<file path="config.mk">
export PLATFORM = sky130hd
export DESIGN_NAME = mac_accumulator
export DESIGN_NICKNAME = d
export VERILOG_FILES = /design/src/rtl/mac_accumulator.sv
export SDC_FILE = /design/constraint.sdc
export NUM_CORES = 1
export LEC_CHECK = 0
export CORE_ASPECT_RATIO = 2
export CORE_MARGIN = 5
export CORE_UTILIZATION = 35
export DETAILED_ROUTE_END_ITERATION = 16
export GPL_TIMING_DRIVEN = 0
export SYNTH_ARGS = -nofsm -noshare
export SYNTH_HDL_FRONTEND = slang
export SYNTH_SLANG_ARGS = --single-unit
export TNS_END_PERCENT = 100
</file>
<file path="constraint.sdc">
create_clock -name clk -period 10.8 [get_ports clk]
set_clock_uncertainty 0.1 [all_clocks]
set_input_delay 1.62 -clock clk [delete_from_list [all_inputs] [get_ports clk]]
set_output_delay 1.62 -clock clk [all_outputs]
set_load 0.03 [all_outputs]
</file>
<file path="src/rtl/mac_accumulator.sv">
// mac_accumulator: accumulates a stream of signed 8-bit products into one
// saturated 8-bit dot-product element with a sticky overflow flag.
module mac_accumulator #(
    parameter int unsigned N_MAX = 5,
    parameter int unsigned ACC_W = 16
) (
    input  logic             clk,
    input  logic             rst,
    input  logic             start,
    input  logic [2:0]       len,
    input  logic             in_valid,
    output logic             in_ready,
    input  logic [7:0]       prod,
    input  logic             prod_ovf,
    output logic             out_valid,
    input  logic             out_ready,
    output logic [7:0]       result,
    output logic             ovf,
    output logic             busy
);

    localparam int unsigned LEN_W = 3;
    localparam logic signed [ACC_W-1:0] SAT_HI = ACC_W'(127);
    localparam logic signed [ACC_W-1:0] SAT_LO = ACC_W'(-128);

    typedef enum logic [1:0] {
        IDLE = 2'd0,
        ACC  = 2'd1,
        DONE = 2'd2
    } state_t;

    state_t                  state, state_nxt;
    logic signed [ACC_W-1:0] acc, acc_nxt, acc_sum;
    logic [LEN_W-1:0]        count, count_nxt;
    logic [LEN_W-1:0]        len_q, len_nxt;
    logic                    sticky, sticky_nxt;
    logic [7:0]              result_nxt;
    logic                    ovf_nxt;

    // Clamp the wide accumulator to the signed 8-bit range.
    function automatic logic [7:0] sat8(input logic signed [ACC_W-1:0] a);
        if (a > SAT_HI) begin
            return 8'h7F;
        end else if (a < SAT_LO) begin
            return 8'h80;
        end else begin
            return a[7:0];
        end
    endfunction

    // True when the final sum does not fit in signed 8 bits.
    function automatic logic out_of_range(input logic signed [ACC_W-1:0] a);
        return (a > SAT_HI) || (a < SAT_LO);
    endfunction

    // Next-state and datapath update.
    always_comb begin
        state_nxt  = state;
        acc_nxt    = acc;
        count_nxt  = count;
        len_nxt    = len_q;
        sticky_nxt = sticky;
        result_nxt = result;
        ovf_nxt    = ovf;
        acc_sum    = acc + {{(ACC_W-8){prod[7]}}, prod};

        case (state)
            IDLE: begin
                if (start) begin
                    len_nxt    = len;
                    acc_nxt    = '0;
                    count_nxt  = '0;
                    sticky_nxt = 1'b0;
                    if (len == '0) begin
                        state_nxt  = DONE;
                        result_nxt = 8'h00;
                        ovf_nxt    = 1'b0;
                    end else if (32'(len) > N_MAX) begin
                        state_nxt  = DONE;
                        result_nxt = 8'h00;
                        ovf_nxt    = 1'b1;
                    end else begin
                        state_nxt = ACC;
                    end
                end
            end
            ACC: begin
                if (in_valid && in_ready) begin
                    acc_nxt    = acc_sum;
                    sticky_nxt = sticky | prod_ovf;
                    count_nxt  = count + LEN_W'(1);
                    if (count_nxt == len_q) begin
                        state_nxt  = DONE;
                        result_nxt = sat8(acc_sum);
                        ovf_nxt    = sticky_nxt | out_of_range(acc_sum);
                    end
                end
            end
            DONE: begin
                if (out_valid && out_ready) begin
                    state_nxt = IDLE;
                end
            end
            default: begin
                state_nxt = IDLE;
            end
        endcase
    end

    // State, datapath and registered handshake outputs.
    always_ff @(posedge clk) begin
        if (rst) begin
            state     <= IDLE;
            acc       <= '0;
            count     <= '0;
            len_q     <= '0;
            sticky    <= 1'b0;
            result    <= 8'h00;
            ovf       <= 1'b0;
            out_valid <= 1'b0;
            in_ready  <= 1'b0;
            busy      <= 1'b0;
        end else begin
            state     <= state_nxt;
            acc       <= acc_nxt;
            count     <= count_nxt;
            len_q     <= len_nxt;
            sticky    <= sticky_nxt;
            result    <= result_nxt;
            ovf       <= ovf_nxt;
            out_valid <= (state_nxt == DONE);
            in_ready  <= (state_nxt == ACC);
            busy      <= (state_nxt != IDLE);
        end
    end

endmodule

</file>
## Yosys cells after proc, flatten, opt, wreduce, memory -nomap -nowiden

Cells that the tools add are included.

- Magnitude comparators: 3
- Mux-type cells: 30
- Bitwise gates (word level): 2
- Reductions and logical operators: 10
- Equal/unequal tests: 9
- $add $sub $neg: 2

Operators by type and width:

| kind | number |
|---|---|
| 2-to-1 mux 8 bit | 7 |
| 2-to-1 mux 16 bit | 2 |
| one-hot mux 16 bit (2 select lines) | 1 |
| adder 16 bit | 1 |
| > comparator 16 x 8 -> 1 bit, second input constant | 1 |
| < comparator 16 x 8 -> 1 bit, second input constant | 1 |
| one-hot mux 8 bit (2 select lines) | 1 |
| 2-to-1 mux 2 bit | 6 |
| 2-to-1 mux 1 bit | 7 |
| 2-to-1 mux 3 bit | 2 |
| != test 2 bit, second input constant | 3 |
| one-hot mux 2 bit (3 select lines) | 1 |
| one-hot mux 3 bit (2 select lines) | 1 |
| AND reduction 5 bit | 1 |
| == test 2 x 1 -> 1 bit, second input constant | 2 |
| == test 2 bit, second input constant | 2 |
| one-hot mux 1 bit (2 select lines) | 2 |
| nonzero test 2 bit | 2 |
| adder 3 x 1 -> 3 bit, second input constant | 1 |
| == test 3 bit | 1 |
| > comparator 3 bit, second input constant | 1 |
| logical NOT 3 bit | 1 |
| != test 3 bit, second input constant | 1 |
| AND reduction 3 bit | 1 |
| 5 further kinds | 7 |

- Bits in registers: 37
- Output and inout port bits: 12
- Input bits: 17
- Word-level logic and storage cells: 66

## Depth between registers and ports, before layout

Gate-level depths: netlist (run 1).

- Depth in word-level cells: 7
- Gate-level depth with buffers: 10
- Depth with buffers taken out: 10

## Least setup slack after synthesis (run 1)

No wires, ideal clock.

- Path kind: input to register
- From: input port prod[0]
- To: register result[2]
- Data required time: 10.578 ns
- Stages on the path: 10
- Path slack: 6.210 ns
- Setup time: 0.122 ns
- Path buffers: 0
- Data arrival time: 4.368 ns
- Path through: ha_1 fa_1 a211oi_2 o211ai_1 a21bo_1 xor2_1 or4_1 or4_4 o211a_4 a221o_1

- Word-level cells in the longest chain between the ends: 7
- Elaborated cells on any way between the ends: 8
- Those cells by class: 1 x add/sub; 2 x order compare; 5 x mux

Ends and longest elaborated chain:

| element | line | source |
|---|---|---|
| start, declared | 13 | `input logic [7:0] prod,` |
| adder 16 bit (*) | 65 | `acc_sum = acc + {{(ACC_W-8){prod[7]}}, prod};` |
| < comparator 16 x 8 -> 1 bit | 44 | `end else if (a < SAT_LO) begin` |
| 2-to-1 mux 8 bit | 44 |  |
| 2-to-1 mux 8 bit (*) | 42 | `if (a > SAT_HI) begin` |
| 2-to-1 mux 8 bit (*) | 92 | `if (count_nxt == len_q) begin` |
| 2-to-1 mux 8 bit (*) | 88 | `if (in_valid && in_ready) begin` |
| one-hot mux 8 bit (2 select lines) (*) | 67 | `case (state)` |
| end signal, assigned | 129 | `result <= result_nxt;` |
| end, declared | 17 | `output logic [7:0] result,` |

Mark *: on every way between the ends. The rest lies on a longest branch, timed or not. The select of a mux whose other input is x is not followed.
A chain may end at the register's enable or synchronous reset.

## Worst setup path in the final report (run 1)

- From: input port prod[7]
- To: register result[4]

The elaborated chain is that of the path after synthesis.

==> flow_summary_export.csv, run 1 <==
group,metric,value,unit
die,die_h,125,microns
critical_path,rrSetupSlack,7.26,ns
critical_path,cp_cell_sequence,"clkdlybuf4s50_1, ha_1, buf_2, a21oi_1, o211ai_1, a21bo_1, xor2_1, or4_1, or4_4, o211a_4, a221o_1",
die,start_util,35.4,%
yosys,synthFlopType,"dfxtp_1",
global_routing,antenna_found_initial,0,
die,io_pins,29,
placement,place_congestion,0.882,
global_routing,grtUsageTotal,14.4,%
cts,cts_sinks,37,
cts,clkLatencyLatePin,0.28,ns
routing,post-route-drc-count,0,
routing,wirelength,5750,microns
critical_path,crit_arrival,5.13,ns
final_layout,syn_to_final_growth,24.4,%
yosys,synthCells,279,
critical_path,crit_type,"input port to flip-flop",
cts,cts.reportedPaths.clkPinSlew,0.05,ns
critical_path,r2r-start,"acc[0]$_SDFFE_PP0P_",
sta,finalSetupViolCount,0,
global_routing,grt_pass1_vias,2086,
yosys,seq_area_frac_synth,32.1,%
cts,cts_tree,"yes",
final_layout,design_area,2870,sq um
yosys,yosys_warnings,0,
power_and_ir_drop,p_total,417,uW
cts,post-cts-setup-buffer-count,0,
job,cap_violations,0,
routing,vias,2185,
final_layout,regArea,741,sq um
routing,drt_iter0_drc,110,
sta,max-slew-margin-rel,51.3,%
worst_hold_path,hp-start,"len_q[0]$_SDFFE_PP0P_",
die,num_rows,42,
die,design.core.area,6520,sq um
sta,finalSetupTns,0,ns
yosys,synth_area_leaders,"dfxtp_1 (32%), ha_1 (8.7%), a22oi_1 (6.8%)",
critical_path,critical_path.slowest_cell,"clkdlybuf4s50_1",
global_routing,grt-ovfl-total,0,
global_routing,grt_pass1_wl,9510,microns
yosys,synth_nets,313,
sta,fmax,198,MHz
critical_path,cp_max_fo,9,
global_routing,grt_max_degree,12,
sta,tightest_slew,0.728,ns
yosys,synthTopCellsByCount,"dfxtp_1 (37), nor2_1 (36), nand2_1 (25)",
sta,finalCritPeriodShare,46.9,%
sta,rsz0062_at_grt,"no",
routing,wl_per_cell,14.3,microns
critical_path,critPathLaunchType,"input port",
sta,maxSlewViolCount,0,
routing,first_pass_iters,4,
placement,place_area,2700,sq um
critical_path,required,10.86,ns
cts,cts_inserted_buffers,5,
critical_path,r2r_cells,10,
worst_hold_path,hold_path_depth,2,
cts,h-tree-depth,2,
power_and_ir_drop,peakVddDrop,78.4,uV
yosys,synth_most_common_cell,"dfxtp_1",
yosys,synth_edf_count,0,
worst_hold_path,hp-class,"flip-flop to flip-flop",
yosys,syn_area_per_cell,8.28,sq um
critical_path,r2r_end,"result[4]$_SDFFE_PP0P_",
die,die_x,67.4,microns
die,dieArea,8420,sq um
final_layout,n_fill_cell,691,
placement,hpwl,4540,microns
final_layout,diodes,0,
sta,hold_viol_final,0,
critical_path,endpoint_kind,"flip-flop",
yosys,syn_area,2310,sq um
run_status,outcome,"complete, no violations",
yosys,synth_top_area_share,32.1,%
placement,port_buffers,28,
critical_path,max_stage_delay,0.75,ns
routing,ant_nets,0,
yosys,ys_ff_latch,37,
final_layout,multi_input_area,1500,sq um
yosys,synthArstFlopShare,0,%
yosys,yosysTopAreaCell,"dfxtp_1",
routing,via_per_inst,5.42,
final_layout,layout.nets,348,
cts,ctsResizeCount,0,
cts,cts-root-buf,"clkbuf_16",
cts,clockBufferDepth,2,
sta,period_needed,5.06,ns
yosys,ys_types,51,
worst_hold_path,hold_path_end,"len_q[0]$_SDFFE_PP0P_",
power_and_ir_drop,p_leak,1.10,nW
cts,cts_hold_buffers,0,
power_and_ir_drop,cellPowerDensity,145,nW/um^2
final_layout,drive_gt1_share,5.08,%
[power by group]
part           switching [mW]  internal [mW]  total (mW)
clock                  0.0527          0.115       0.168
combinational          0.0579         0.0382      0.0961
sequential            0.00656          0.146       0.153
[placed cells by master (no fill, tap or decap), types with 4 or more instances in the layout]
cell type / n
dfxtp_1: 37
nor2_1: 36
clkdlybuf4s50_1: 28
nand2_1: 25
a21oi_1: 23
a22oi_1: 21
ha_1: 16
clkbuf_1: 10
xnor2_1: 10
o21ai_0: 9
nor3_1: 9
inv_1: 6
nand4_1: 5
xor2_1: 5
a221o_1: 5
clkbuf_16: 5
a221oi_1: 4
[registers in the layout, indices dropped and copies added, names as in the netlist]
| signal | cells |
|---|---|
| sticky | 1 |
| in_ready | 1 |
| busy | 1 |
| out_valid | 1 |
| result | 8 |
| count | 3 |
| acc | 16 |
| state | 2 |
| ovf | 1 |
| len_q | 3 |
[final cells by class]
cell class	instances	area share [%]
sequential	37	25.8
clock inverter	1	1.05
inverter	6	0.784
timing repair buffer	28	9.76
clock buffer	7	4.97
tap	88	3.83
multi-input combinational	224	52.2
buffer	12	1.66
[worst max-delay path by stage]
stage	startpoint	to	slack, ns	cells past startpoint
final	prod[7]	result[4]$_SDFFE_PP0P_	5.74	11
after global routing	prod[7]	result[4]$_SDFFE_PP0P_	5.58	11
after CTS	prod[7]	result[4]$_SDFFE_PP0P_	5.70	11
after detailed placement	prod[7]	result[4]$_SDFFE_PP0P_	5.43	11
after global placement	prod[7]	result[3]$_SDFFE_PP0P_	5.48	11
after floorplan	prod[0]	result[2]$_SDFFE_PP0P_	6.21	10
[stage by stage]
stage / setup slack (ns) / hold WS, ns / std cells / util, %
after CTS: 5.70 / 0.381 / 403 / 44.1
after detailed placement: 5.43 / 0.372 / 395 / 41.4
after global routing: 5.58 / 0.400 / 403 / 44.1
after global placement: 5.48 / 0.363 / 395 / 41.4
final: 5.74 / 0.377 / 403 / 44.1
after floorplan: 6.21 / 0.348 / 279 / -
[routing by layer]
metal	GRT usage (%)	wire length, microns
met2	24.2	2880
met3	3.43	221
met4	3.59	71
met5	0	0
met1	17.8	2580
[kinds of logic after synthesis]
group	after synthesis	share of synthesized area (%)
simple gates	100	20.9
mux	1	0.433
xor+xnor	15	5.69
flops	37	32.1
compound gates	91	28.3
fa+ha+maj	17	9.53
buf+inv	18	3.03
[worst max-delay path, delay by kind of cell]
kind / cells / cell delay, ns
xor+xnor: 1 / 0.16
buf+inv: 2 / 0.92
compound gates: 5 / 1.10
fa+ha+maj: 1 / 0.31
simple gates: 2 / 1.01
Power figures use the tool's default switching activity.
==> inputs of run 2 (changes only) <==
==> constraint.sdc (replaced) <==
create_clock -name clk -period 5.19 [get_ports clk]
set_clock_uncertainty 0.1 [all_clocks]
set_input_delay 0.7785 -clock clk [delete_from_list [all_inputs] [get_ports clk]]
set_output_delay 0.7785 -clock clk [all_outputs]
set_load 0.03 [all_outputs]
==> results of run 2 <==
The final DEF is identical to that of run 1. Status: complete, no violations.
Among the figures that moved: setup slack after placement 5.43 ns -> 0.665 ns; setup slack after layout 5.74 ns -> 0.970 ns; register-to-register setup slack 7.26 ns -> 1.65 ns; total power 0.417 mW -> 0.867 mW; worst IR drop on VDD 78.4 uV -> 163 uV
